$ cat src/rtl/asynchronous_fifo_pkg.sv
// Shared constants and Gray-code helpers for the Gray-pointer FIFO.
package asynchronous_fifo_pkg;

    localparam int DEFAULT_DEPTH = 4;
    localparam int DEFAULT_WIDTH = 8;

    // Helpers work on a 32-bit container; callers size-cast to their pointer width.
    localparam int GRAY_MAX_W = 32;

    function automatic logic [GRAY_MAX_W-1:0] bin2gray(input logic [GRAY_MAX_W-1:0] bin);
        return bin ^ (bin >> 1);
    endfunction

    function automatic logic [GRAY_MAX_W-1:0] gray2bin(input logic [GRAY_MAX_W-1:0] gray);
        logic [GRAY_MAX_W-1:0] bin;
        bin[GRAY_MAX_W-1] = gray[GRAY_MAX_W-1];
        for (int i = GRAY_MAX_W - 2; i >= 0; i--) begin
            bin[i] = bin[i+1] ^ gray[i];
        end
        return bin;
    endfunction

endpackage

$ cat src/rtl/fifo_ptr_sync.sv
// Two-flop synchronizer carrying a Gray-coded pointer to the opposite side.
module fifo_ptr_sync
    import asynchronous_fifo_pkg::*;
#(
    parameter int PTR_W = 3
) (
    input  logic             clk,
    input  logic             reset_n,
    input  logic [PTR_W-1:0] gray_in,
    output logic [PTR_W-1:0] gray_sync
);

    logic [PTR_W-1:0] sync_p0;
    logic [PTR_W-1:0] sync_p1;

    // Shift the Gray pointer through two flops; only one bit changes per step.
    always_ff @(posedge clk or negedge reset_n) begin
        if (!reset_n) begin
            sync_p0 <= '0;
            sync_p1 <= '0;
        end else begin
            sync_p0 <= gray_in;
            sync_p1 <= sync_p0;
        end
    end

    assign gray_sync = sync_p1;

endmodule

$ cat src/rtl/asynchronous_fifo.sv
// Gray-pointer FIFO with synchronized pointers and registered, conservative flags.
module asynchronous_fifo
    import asynchronous_fifo_pkg::*;
#(
    parameter int DEPTH = DEFAULT_DEPTH,
    parameter int WIDTH = DEFAULT_WIDTH
) (
    input  logic             clk,
    input  logic             reset_n,
    input  logic             write_en,
    input  logic [WIDTH-1:0] write_data,
    input  logic             read_en,
    output logic [WIDTH-1:0] read_data,
    output logic             full,
    output logic             empty
);

    localparam int ADDR  = $clog2(DEPTH);
    localparam int PTR_W = ADDR + 1;

    // Full compares against the read pointer with its two MSBs flipped (Gray wrap).
    localparam logic [PTR_W-1:0] FULL_MASK = PTR_W'(3) << (ADDR - 1);

    if (DEPTH < 2 || (DEPTH & (DEPTH - 1)) != 0) begin : g_bad_depth
        $error("asynchronous_fifo: DEPTH must be a power of two >= 2");
    end

    logic [WIDTH-1:0] mem [DEPTH];

    logic [PTR_W-1:0] wbin;
    logic [PTR_W-1:0] wgray;
    logic [PTR_W-1:0] wbin_next;
    logic [PTR_W-1:0] wgray_next;
    logic [PTR_W-1:0] rbin;
    logic [PTR_W-1:0] rgray;
    logic [PTR_W-1:0] rbin_next;
    logic [PTR_W-1:0] rgray_next;
    logic [PTR_W-1:0] wq2_gray;
    logic [PTR_W-1:0] rq2_gray;
    logic             wr_accept;
    logic             rd_accept;

    // Next write pointer: advance only when the writer sees free space.
    always_comb begin
        wr_accept  = write_en && !full;
        wbin_next  = wbin + PTR_W'(wr_accept);
        wgray_next = PTR_W'(bin2gray(32'(wbin_next)));
    end

    // Next read pointer: advance only when the reader sees a stored word.
    always_comb begin
        rd_accept  = read_en && !empty;
        rbin_next  = rbin + PTR_W'(rd_accept);
        rgray_next = PTR_W'(bin2gray(32'(rbin_next)));
    end

    // Storage array; contents are deliberately left unreset.
    always_ff @(posedge clk) begin
        if (wr_accept) begin
            mem[wbin[ADDR-1:0]] <= write_data;
        end
    end

    // Write pointer and full flag, judged against the synchronized read pointer.
    always_ff @(posedge clk or negedge reset_n) begin
        if (!reset_n) begin
            wbin  <= '0;
            wgray <= '0;
            full  <= 1'b0;
        end else begin
            wbin  <= wbin_next;
            wgray <= wgray_next;
            full  <= (wgray_next == (rq2_gray ^ FULL_MASK));
        end
    end

    // Read pointer, registered read word and empty flag against the synchronized write pointer.
    always_ff @(posedge clk or negedge reset_n) begin
        if (!reset_n) begin
            rbin      <= '0;
            rgray     <= '0;
            empty     <= 1'b1;
            read_data <= '0;
        end else begin
            rbin  <= rbin_next;
            rgray <= rgray_next;
            empty <= (rgray_next == wq2_gray);
            if (rd_accept) begin
                read_data <= mem[rbin[ADDR-1:0]];
            end
        end
    end

    fifo_ptr_sync #(.PTR_W(PTR_W)) u_sync_w2r (
        .clk       (clk),
        .reset_n   (reset_n),
        .gray_in   (wgray),
        .gray_sync (wq2_gray)
    );

    fifo_ptr_sync #(.PTR_W(PTR_W)) u_sync_r2w (
        .clk       (clk),
        .reset_n   (reset_n),
        .gray_in   (rgray),
        .gray_sync (rq2_gray)
    );

endmodule

$ cat config.mk
export PLATFORM = sky130hd
export DESIGN_NAME = asynchronous_fifo
export DESIGN_NICKNAME = d
export VERILOG_FILES = /design/src/rtl/asynchronous_fifo_pkg.sv /design/src/rtl/fifo_ptr_sync.sv /design/src/rtl/asynchronous_fifo.sv
export SDC_FILE = /design/constraint.sdc
export NUM_CORES = 1
export LEC_CHECK = 0
export ABC_CLOCK_PERIOD_IN_PS = 1750
export CAP_MARGIN = 30
export CORE_MARGIN = 4
export CORE_UTILIZATION = 55
export DETAILED_ROUTE_END_ITERATION = 10
export DONT_BUFFER_PORTS = 1
export PLACE_DENSITY = 0.73
export SYNTH_ARGS = -nofsm -noshare
export SYNTH_HDL_FRONTEND = slang
export SYNTH_SLANG_ARGS = --single-unit
$ cat constraint.sdc
create_clock -name clk -period 1.75 [get_ports clk]
set_input_delay 0.2625 -clock clk [delete_from_list [all_inputs] [get_ports clk]]
set_output_delay 0.2625 -clock clk [all_outputs]
set_load 0.02 [all_outputs]
# After elaboration in Yosys (flattened, before gate mapping)
# Memory sizes are Yosys's and may differ from the RTL's. A register that Yosys moved wholly into a read port is not among the register bits.
# Index checks and enable logic that the tools add are counted.
# Widths: inputs -> output; s select.
[word_totals]
out_inout_bits = 10
memories = 1
ram_bits = 32
ff_bits = 26
inputBits = 12
word_cells = 25
[mem_list]
columns = ["memory", "depth", "word_bits", "read_ports", "rd_ports_with_merged_regs", "write_ports", "line", "text"]
rows = [
  ["mem", 4, 8, 1, 1, 1, "asynchronous_fifo.sv:28", "logic [WIDTH-1:0] mem [DEPTH];"],
]
[op_classes]
add_sub_neg = 2
n_eq_ne = 2
muxes = 2
reduce_logical = 5
bitwise_logic = 3
[op_table]
columns = ["cell", "n"]
rows = [
  ["$add 3x1->3", 2],
  ["$eq 3x3->1", 2],
  ["$xor 3x2->3", 2],
  ["$logic_not 1->1", 3],
  ["$logic_and 1x1->1", 2],
  ["$mux 1", 2],
  ["$not 2->2", 1],
]

# Depth between registers and ports, before layout
[depth]
depth_word = 5
depth_mapped = 8
depth_no_buf = 7

# By module
# A second synthesis with hierarchy kept.
[hier_totals]
cells_unflattened = 122
area_unflattened_um2 = 2371.0
[by_module_without_submodules]
columns = ["module", "seq_area_each_um2", "area_per_inst_um2", "cells_each", "n_inst"]
rows = [
  ["asynchronous_fifo", 1462.7, 2070.7, 110, 1],
  ["fifo_ptr_sync", 150.1, 150.1, 6, 2],
]

# Worst setup path before layout
# OpenSTA, ideal clock, no wires.
[synth_timing]
kind = "register to register"
start = "register empty"
end = "register empty"
setup_ps = 73
t_required_ps = 1677
path_buffers = 1
t_arrival_ps = 1811
slack_ps = -134
path_stages_with_launch = 9
synth_period_minus_slack_ps = 1884
cell_sequence = "dfstp_2 -> nor2b_1 -> buf_2 -> ha_1 -> ha_1 -> xnor2_1 -> inv_1 -> mux2i_1 -> o2bb2ai_1"
[synth_between]
elab_chain_len = 5
[synth_rtl]
columns = ["item", "line", "text"]
rows = [
  ["from (decl)", "asynchronous_fifo.sv:15", "output logic empty"],
  ["from (signal assigned)", "asynchronous_fifo.sv:87", "empty <= (rgray_next == wq2_gray);"],
  ["$logic_not 1->1", "asynchronous_fifo.sv:52", "rd_accept = read_en && !empty;"],
  ["$logic_and 1x1->1", "asynchronous_fifo.sv:52", ""],
  ["$add 3x1->3", "asynchronous_fifo.sv:53", "rbin_next = rbin + PTR_W'(rd_accept);"],
  ["named net rbin_next[2]", "asynchronous_fifo.sv:36", "logic [PTR_W-1:0] rbin_next;"],
  ["$xor 3x2->3", "asynchronous_fifo_pkg.sv:11", "return bin ^ (bin >> 1);"],
  ["$eq 3x3->1", "asynchronous_fifo.sv:87", ""],
]
# The timed path passes the listed nets, and every way through them passes these cells.

# Worst setup path after layout
# Same ends and word-level chain as after synthesis.

==> impl_metrics.env <==
export IMPL_power_density_nw_per_um2=1840
export IMPL_max_freq_mhz=591
export IMPL_row_count=23
export IMPL_nets=158
export IMPL_grt_pass1_wl_mm=6.11
export IMPL_die_area_sq_um=5430
export IMPL_die_h_um=73.7
export IMPL_die_x_um=73.7
export IMPL_grtUsageTotal_pct=16.2
export IMPL_area_sequential_sq_um=1760
export IMPL_overflow=0
export IMPL_first_global_vias=1230
export IMPL_fin_skew_ps=8.12
export IMPL_initial_core_util_pct=58.0
export IMPL_vias=1079
export IMPL_pre_cts_ws_ps=62.0
export IMPL_crit_arrival_ps=1940
export IMPL_relSlewSlack_pct=70.0
export IMPL_grt_setup_unrepaired="no"
export IMPL_clock_root_buffer="clkbuf_8"
export IMPL_multi_input_area_sq_um=603
export IMPL_port_buffers=0
export IMPL_required_ps=2000
export IMPL_hpwl_mm=2.44
export IMPL_ys_warn_count=0
export IMPL_period_needed_ps=1690
export IMPL_finalSetupViolations=0
export IMPL_netlist_area_sq_um=2370
export IMPL_viasPerCell=5.48
export IMPL_start_kind="register"
export IMPL_areaGrowthSynthToFinish_pct=14.3
export IMPL_clk_pin_slew_ps=70
export IMPL_antenna_found_initial=0
export IMPL_drt_iter0_markers=42
export IMPL_holdCritPathClass="input pin to register"
export IMPL_max_cap_viol_count=0
export IMPL_hold_ws_ps=29.9
export IMPL_fin_crit_sh_pct=96.8
export IMPL_fin_cells=197
export IMPL_hold_viol_final=0
export IMPL_fill_cells=294
export IMPL_peakVddDrop_v=0.000786
export IMPL_worst_setup_path_type="register to register"
export IMPL_finalMaxSlewViolations=0
export IMPL_drc=0
export IMPL_cts_buffers=9
export IMPL_clk_latency_ps=320
export IMPL_gp_congestion=0.735
export IMPL_p_leak_nw=1.09
export IMPL_coreArea_sq_um=4090
export IMPL_layout_drive_gt1_share_pct=30.6
export IMPL_cts_tree="yes"
export IMPL_clock_tree_buffer_depth=2
export IMPL_ant_nets=0
export IMPL_worstPathMaxFanout=3
export IMPL_endpoint_kind="register"
export IMPL_ys_types=21
export IMPL_worstMarginPinSlew_ps=450
export IMPL_place_inst=177
export IMPL_pin_count=22
export IMPL_drtPass1Iterations=2
export IMPL_antenna_cells=0
export IMPL_cts_htree_levels=3
export IMPL_totalWireLength_mm=3.71
export IMPL_syn_inst=122
export IMPL_worst_slack_ps=56.8
export IMPL_grt_max_degree=33
export IMPL_fin_area_sq_um=2710
export IMPL_ys_ff_latch=64
export IMPL_synth_nets=138
export IMPL_routedWlPerCell_um=18.8
export IMPL_status="finished clean"
export IMPL_synth_area_per_cell_sq_um=19.4
export IMPL_cts_sinks=64
export IMPL_placed_area_sq_um=2500
export IMPL_ys_seq_area_share_pct=74.4
state kept, by name, summed over array words and instances, names as in the netlist:
signal / count
empty: 1
full: 1
mem: 32
rbin: 3
read_data: 8
rgray: 2
u_sync_r2w.gray_sync: 3
u_sync_r2w.sync_p0: 3
u_sync_w2r.gray_sync: 3
u_sync_w2r.sync_p0: 3
wbin: 3
wgray: 2
layout make-up:
class                   count  share of cell area (%)
well taps                  50                    2.31
multi-input cells          53                    22.3
clock buffers              10                    4.71
repair buffers             12                    4.43
inverters                   2                   0.277
clock inverters             6                   0.970
flip-flops and latches     64                    65.1
per-layer routing:
metal,vias up,share of wire [%],GRT usage [%]
li1,488,-,-
met1,557,44,19.8
met2,30,48,24.9
met3,4,7.3,8.48
met4,0,0.92,5.43
met5,-,0,0
Yosys cell counts:
| cell type | number | share of area [%] |
|---|---|---|
| and3_1 | 1 | 0.26 |
| and3b_1 | 1 | 0.37 |
| buf_2 | 1 | 0.21 |
| buf_6 | 1 | 0.47 |
| clkbuf_1 | 1 | 0.16 |
| dfrtp_1 | 31 | 33 |
| dfstp_2 | 1 | 1.1 |
| edfxtp_1 | 32 | 41 |
| ha_1 | 4 | 2.1 |
| inv_1 | 2 | 0.32 |
| mux2_4 | 8 | 5.1 |
| mux2i_1 | 4 | 1.7 |
| mux4_2 | 8 | 7.6 |
| nand2_1 | 5 | 0.79 |
| nor2_1 | 3 | 0.47 |
| nor2b_1 | 6 | 1.6 |
| nor3b_1 | 1 | 0.32 |
| o2bb2ai_1 | 2 | 0.74 |
| or2_2 | 2 | 0.53 |
| xnor2_1 | 4 | 1.5 |
| xor2_1 | 4 | 1.5 |
worst max-delay path, cell delays in order, from the launching register on:
cell       delay [ps]
dfstp_2           530
nor2b_1            60
ha_1              200
ha_2              190
xnor2_2           240
inv_1             100
mux2i_1           130
o2bb2ai_1         180
what timing repair did:
item                                   in CTS  in global routing
endpoints found under the hold margin      32                  2
setup endpoints to repair                   0                  2
hold buffers                                2                  1
gates resized for setup                     0                  2
buffers inserted                            0                  1
where the power goes:
group / total, W / internal, W / switching (W)
clock network: 0.00100 / 0.000492 / 0.000510
logic: 0.00143 / 0.000820 / 0.000607
registers: 0.00256 / 0.00213 / 0.000436
total: 0.00499 / 0.00344 / 0.00155
final timing paths:
check	start	endpoint	slack, ps	depth (start not counted)
max	empty	empty	60	7
max in group asynchronous	reset_n	empty	1120	2
min in group asynchronous	reset_n	read_data[0]	390	2
max reg2reg	empty	empty	60	7
min	write_data[5]	mem[2][5]	30	0
min reg2reg	u_sync_w2r.sync_p0[2]	u_sync_w2r.gray_sync[2]	350	0
placed cells by master (no fill, tap or decap), types with 3 or more instances in the layout:
master	count
buf_4	8
clkbuf_8	9
ha_1	3
mux2i_1	4
nor2b_1	6
xor2_1	4
nand2_1	5
mux2_4	8
nor2_1	3
clkinv_1	3
edfxtp_1	32
clkinv_2	3
mux4_2	8
dfrtp_1	31
cells by family after synthesis:
family / count (synthesis) / share of synthesized area (%)
AND/OR/NAND/NOR: 19 / 4.33
adder cells (fa/ha/maj): 4 / 2.11
buffers and inverters: 5 / 1.16
multiplexers: 20 / 14.4
AO/OA/AOI/OAI: 2 / 0.739
XOR/XNOR: 8 / 2.95
flip-flops: 64 / 74.4
through the flow:
stage / total power, W / TNS [ps] / util [%]
floorplan: 0.00359 / -11.9 / -
global placement: 0.00388 / 0 / 61.1
CTS: 0.00501 / 0 / 65.6
global route: 0.00531 / 0 / 66.3
detailed placement: 0.00396 / 0 / 61.1
finish: 0.00499 / 0 / 66.3
Note: power is estimated with default switching activity, not from simulation.
==> RTL edit 1, RTL diff (same flow settings) <==
Set the package constant `DEFAULT_WIDTH` to 12 (it was 8).
--- a/src/rtl/asynchronous_fifo_pkg.sv
+++ b/src/rtl/asynchronous_fifo_pkg.sv
@@ -4,3 +4,3 @@
     localparam int DEFAULT_DEPTH = 4;
-    localparam int DEFAULT_WIDTH = 8;
+    localparam int DEFAULT_WIDTH = 12;
 
Interface: changed (resized read_data and write_data); port bits go from 22 to 30. No check against the original RTL was run, so the function may have changed too.
==> RTL edit 1 against the unedited design <==
- count of clock-buffer cells in the layout is 1 lower
- die area rose by 27%
- core utilization is 0.80 points higher
- sequential power increased by 30%
- area after synthesis is 31% higher
- sequential cell count up 20
- largest cell class unchanged
- setup slack better by 0.093 ns
- power rose by 29%
- design area up 36%
- wire length increased by 40%
- largest power group unchanged
==> RTL edit 1: results (changes against the unedited design) <==
- Status: completed
- GR Util met1: 22.4% (+2.5 points)
- Post-synthesis adder-cell area fraction: 1.61% (-0.50 points)
- Synth cell types: 23 (+9.5%)
- DR pass1 iterations: 4 (+2)
- Drt initial violations: 100 (+140%)
- Post-detail-place hpwl: 3.33 mm (+37%)
- First-pass GRT wire length: 8.36 mm (+37%)
- Placed cells: 230 (+30%)
- Share of cells above drive strength 1: 29.2% (-1.4 points)
- Sequential area share after synthesis: 75.5% (+1.1 points)
- Routed len/inst: 19.7 µm (+4.6%)
- Non-Filler Cell Area, Final: 3700 µm² (+36%)
- CP peak stage delay: 0.43 ns (-0.10 ns)
- Met2 Use GR: 24.6% (-0.27 points)
- Worst-Skew Late Latency: 0.34 ns (+0.02 ns)
- Slew margin rel.: 70.1% (+0.11 points)
- Number of enable flip-flop cells after synthesis: 48 (+50%)
- Max stage delay cell, worst path: dfrtp_1
- Synthesized instance count: 150 (+23%)
- Sw Share: 31.0% (-0.12 points)
- Synth Area in Compound Gates: 0.564% (-0.17 points)
- Hold wc startpoint: read_en
- Routed metal-1 wirelength: 2.29 mm (+41%)
- Max reg flops: 48 (+50%)
- P_clk: 1.30 mW (+30%)
- Reg power frac: 51.6% (+0.2 points)
- Dpl ws: 0.0933 ns (+0.0313 ns)
- Reg2Reg Launch Point: wbin[0]
- Global placement routability congestion: 0.696 (-5.4%)
- Top cell types by occurrence after synthesis: edfxtp_1, dfrtp_1, mux2_4, mux4_2, nor2b_1
- Mapped Nets: 170 (+23%)
- Leakage: 1.43 nW (+32%)
- DR vias/cell: 5.35 (-2.3%)
- Met3 usage: 4.37% (-4.1 points)
- Placed Instance Area: 3290 µm² (+32%)
- # fillers: 357 (+21%)
- Nets@finish: 208 (+32%)
- Critical path arrival: 1.87 ns (-0.07 ns)
- Largest net degree at the start of global routing: 37 (+12%)
- Worst Skew: 0.00911 ns (+0.000985 ns)
- Gr usage total: 16.5% (+0.29 points)
- Peak supply drop: 1160 µV (+47%)
- Met2 wire len: 2.58 mm (+45%)
- Met3 Wirelength: 227 µm (-16%)
- Post-synth ARST share: 42.9% (-7.1 points)
- DR vias: 1412 (+31%)
- Crit Path Max Fanout: 5 (+2)
- Dominant cells by area after synthesis: edfxtp_1, dfrtp_1, mux4_2, mux2_4, mux4_1
- Pint: 4.45 mW (+29%)
- Vias in the first global route: 1536 (+25%)
- Mux share of post-synthesis cell area: 15.8% (+1.4 points)
- Post-synthesis xor/xnor area fraction: 2.26% (-0.70 points)
-- RTL edit 1: timing repair --
item,in CTS,in global routing
resized for setup,0,2
endpoints found under the hold margin,71,13
hold buffers,12,7
endpoints found under the setup margin,0,2
-- RTL edit 1: path summary, 6_finish.rpt --
kind | to | slack, ns | cells after the start
max | full | 0.15 | 6
min | rbin[0] | 0.28 | 2
max reg2reg | full | 0.15 | 6
min reg2reg | u_sync_w2r.sync_p0[0] | 0.35 | 0
max in group asynchronous | empty | 1.14 | 2
min in group asynchronous | read_data[2] | 0.37 | 2
-- RTL edit 1: layout make-up --
class | count | share of cell area, %
Clock buffer | 9 | 3.35
Sequential cell | 84 | 63.4
Inverter | 2 | 0.203
Timing Repair Buffer | 30 | 7.99
Clock inverter | 6 | 1.73
Tap cell | 72 | 2.44
Multi-Input combinational cell | 61 | 20.9
==> RTL edit 2, RTL diff (same settings) <==
Made on the original files. Make the reset (`reset_n`) synchronous in 3 clocked blocks. Comments in the files are not updated.
--- a/src/rtl/fifo_ptr_sync.sv
+++ b/src/rtl/fifo_ptr_sync.sv
@@ -16,3 +16,3 @@
     // Shift the Gray pointer through two flops; only one bit changes per step.
-    always_ff @(posedge clk or negedge reset_n) begin
+    always_ff @(posedge clk) begin
         if (!reset_n) begin
--- a/src/rtl/asynchronous_fifo.sv
+++ b/src/rtl/asynchronous_fifo.sv
@@ -64,3 +64,3 @@
     // Write pointer and full flag, judged against the synchronized read pointer.
-    always_ff @(posedge clk or negedge reset_n) begin
+    always_ff @(posedge clk) begin
         if (!reset_n) begin
@@ -77,3 +77,3 @@
     // Read pointer, registered read word and empty flag against the synchronized write pointer.
-    always_ff @(posedge clk or negedge reset_n) begin
+    always_ff @(posedge clk) begin
         if (!reset_n) begin
Function: differs if reset_n is asserted again (counterexample within 10 cycles, from zero or initial values and one cycle with reset_n low); with reset_n held inactive, the same outputs for 10 cycles.
==> RTL edit 2 against the unedited design <==
- global-route usage shrank 0.47 points
- sequential cell count unchanged
- wire length fell by 3.3%
- setup slack got worse by 0.0074 ns
- area after synthesis fell by 2.3%
- clock skew decreased by 0.0021 ns
- final cell count increased by 17%
- via count rose by 9.6%
- design area rose by 1.7%
- critical endpoint is now empty
Power is not compared: it rests on default switching activity, and its combinational part moved more than twofold at a synthesized area within 25%.
==> RTL edit 2: results (changes against the unedited design) <==
- Status: completed
- Top cell types by occurrence after synthesis: dfxtp_1, edfxtp_1, and2_1
- Post-CTS Hold Buffers: 1 (-1)
- Placed cells: 203 (+15%)
- Share of cells above drive strength 1: 21.7% (-8.9 points)
- Critical path arrival: just under 2 ns
- Global placement routability congestion: 0.712 (-3.1%)
- Post-detail-place hpwl: 2.40 mm (-1.6%)
- Vias in the first global route: 1211 (-1.5%)
- Placed Instance Area: 2450 µm² (-2.0%)
- Routed len/inst: 15.6 µm (-17%)
- Worst Skew: 0.00604 ns (-0.00208 ns)
- Post-synth ARST share: 0% (-50 points)
- Dpl ws: 0.0329 ns (-0.0291 ns)
- Synth cell types: 26 (+24%)
- Nets@finish: 191 (+21%)
- Gr usage total: 15.8% (-0.47 points)
- Sequential area share after synthesis: 69.1% (-5.2 points)
- DR pass1 iterations: 4 (+2)
- Mapped Nets: 167 (+21%)
- Post-Layout Cell Count: 230 (+17%)
- DR vias/cell: 5.14 (-6.1%)
- Slew margin rel.: 71.3% (+1.3 points)
- Syn Area/Cell: 15.3 µm² (-21%)
- First-pass GRT wire length: 5.83 mm (-4.6%)
- Drt initial violations: 38 (-9.5%)
RTL edit 2: changes by cell type after synthesis, sizes merged, moves of 3 or more:
cell    delta
dfrtp     -31
mux2i      -4
a21boi     +8
and2      +20
mux2       -8
dfxtp     +32
clkbuf     +3
nand2     +12
nor2b      -4
RTL edit 2: worst paths after layout:
check	from	to	slack, ns	cells after the start
max	empty	empty	0.05	7
min	reset_n	wgray[1]	0.06	1
max reg2reg	empty	empty	0.05	7
min reg2reg	wgray[0]	u_sync_w2r.sync_p0[0]	0.43	1
RTL edit 2: per-layer routing:
metal	up-vias	track usage, %	share of wire (%)
met5	-	0	0
met4	0	9.22	1.6
met3	6	7.02	5.7
met2	31	22.1	47
met1	566	20.2	46
li1	580	-	-
RTL edit 2: final cells by class:
cell class	count	area [µm²]
sequential	64	1610
clock buffer	10	128
fill	283	1270
tap	50	62.6
clock inverter	6	60.1
multi-input combinational	80	723
inverter	1	11.3
timing repair buffer	19	165
RTL edit 2: cell families (layout without fill, tap and decap cells):
logic type	count (synthesis)	count (layout)	synth area share, %
AOI/OAI and AO/OA	10	10	3.35
xor gates and xnor gates	11	11	5.08
adders and majority gates	4	4	2.16
buffers and inverters	7	36	1.57
DFF	64	64	69.1
muxes	8	8	7.78
and+or+nand+nor	47	47	11.0
RTL edit 2: power by group:
part	total, mW	internal (mW)	switching, mW	leakage [nW]
logic	0.219	0.117	0.103	0.381
registers	1.68	1.65	0.0347	0.553
clock network	1.19	0.650	0.543	0.0937
total	3.09	2.41	0.680	1.03
RTL edit 2: worst max-delay path: stages, from the launching register on:
cell      delay (ns)
dfxtp_4         0.34
nand2b_4        0.14
inv_8           0.03
ha_4            0.15
ha_4            0.17
xnor2_4         0.13
xnor3_1         0.41
o31ai_1         0.23
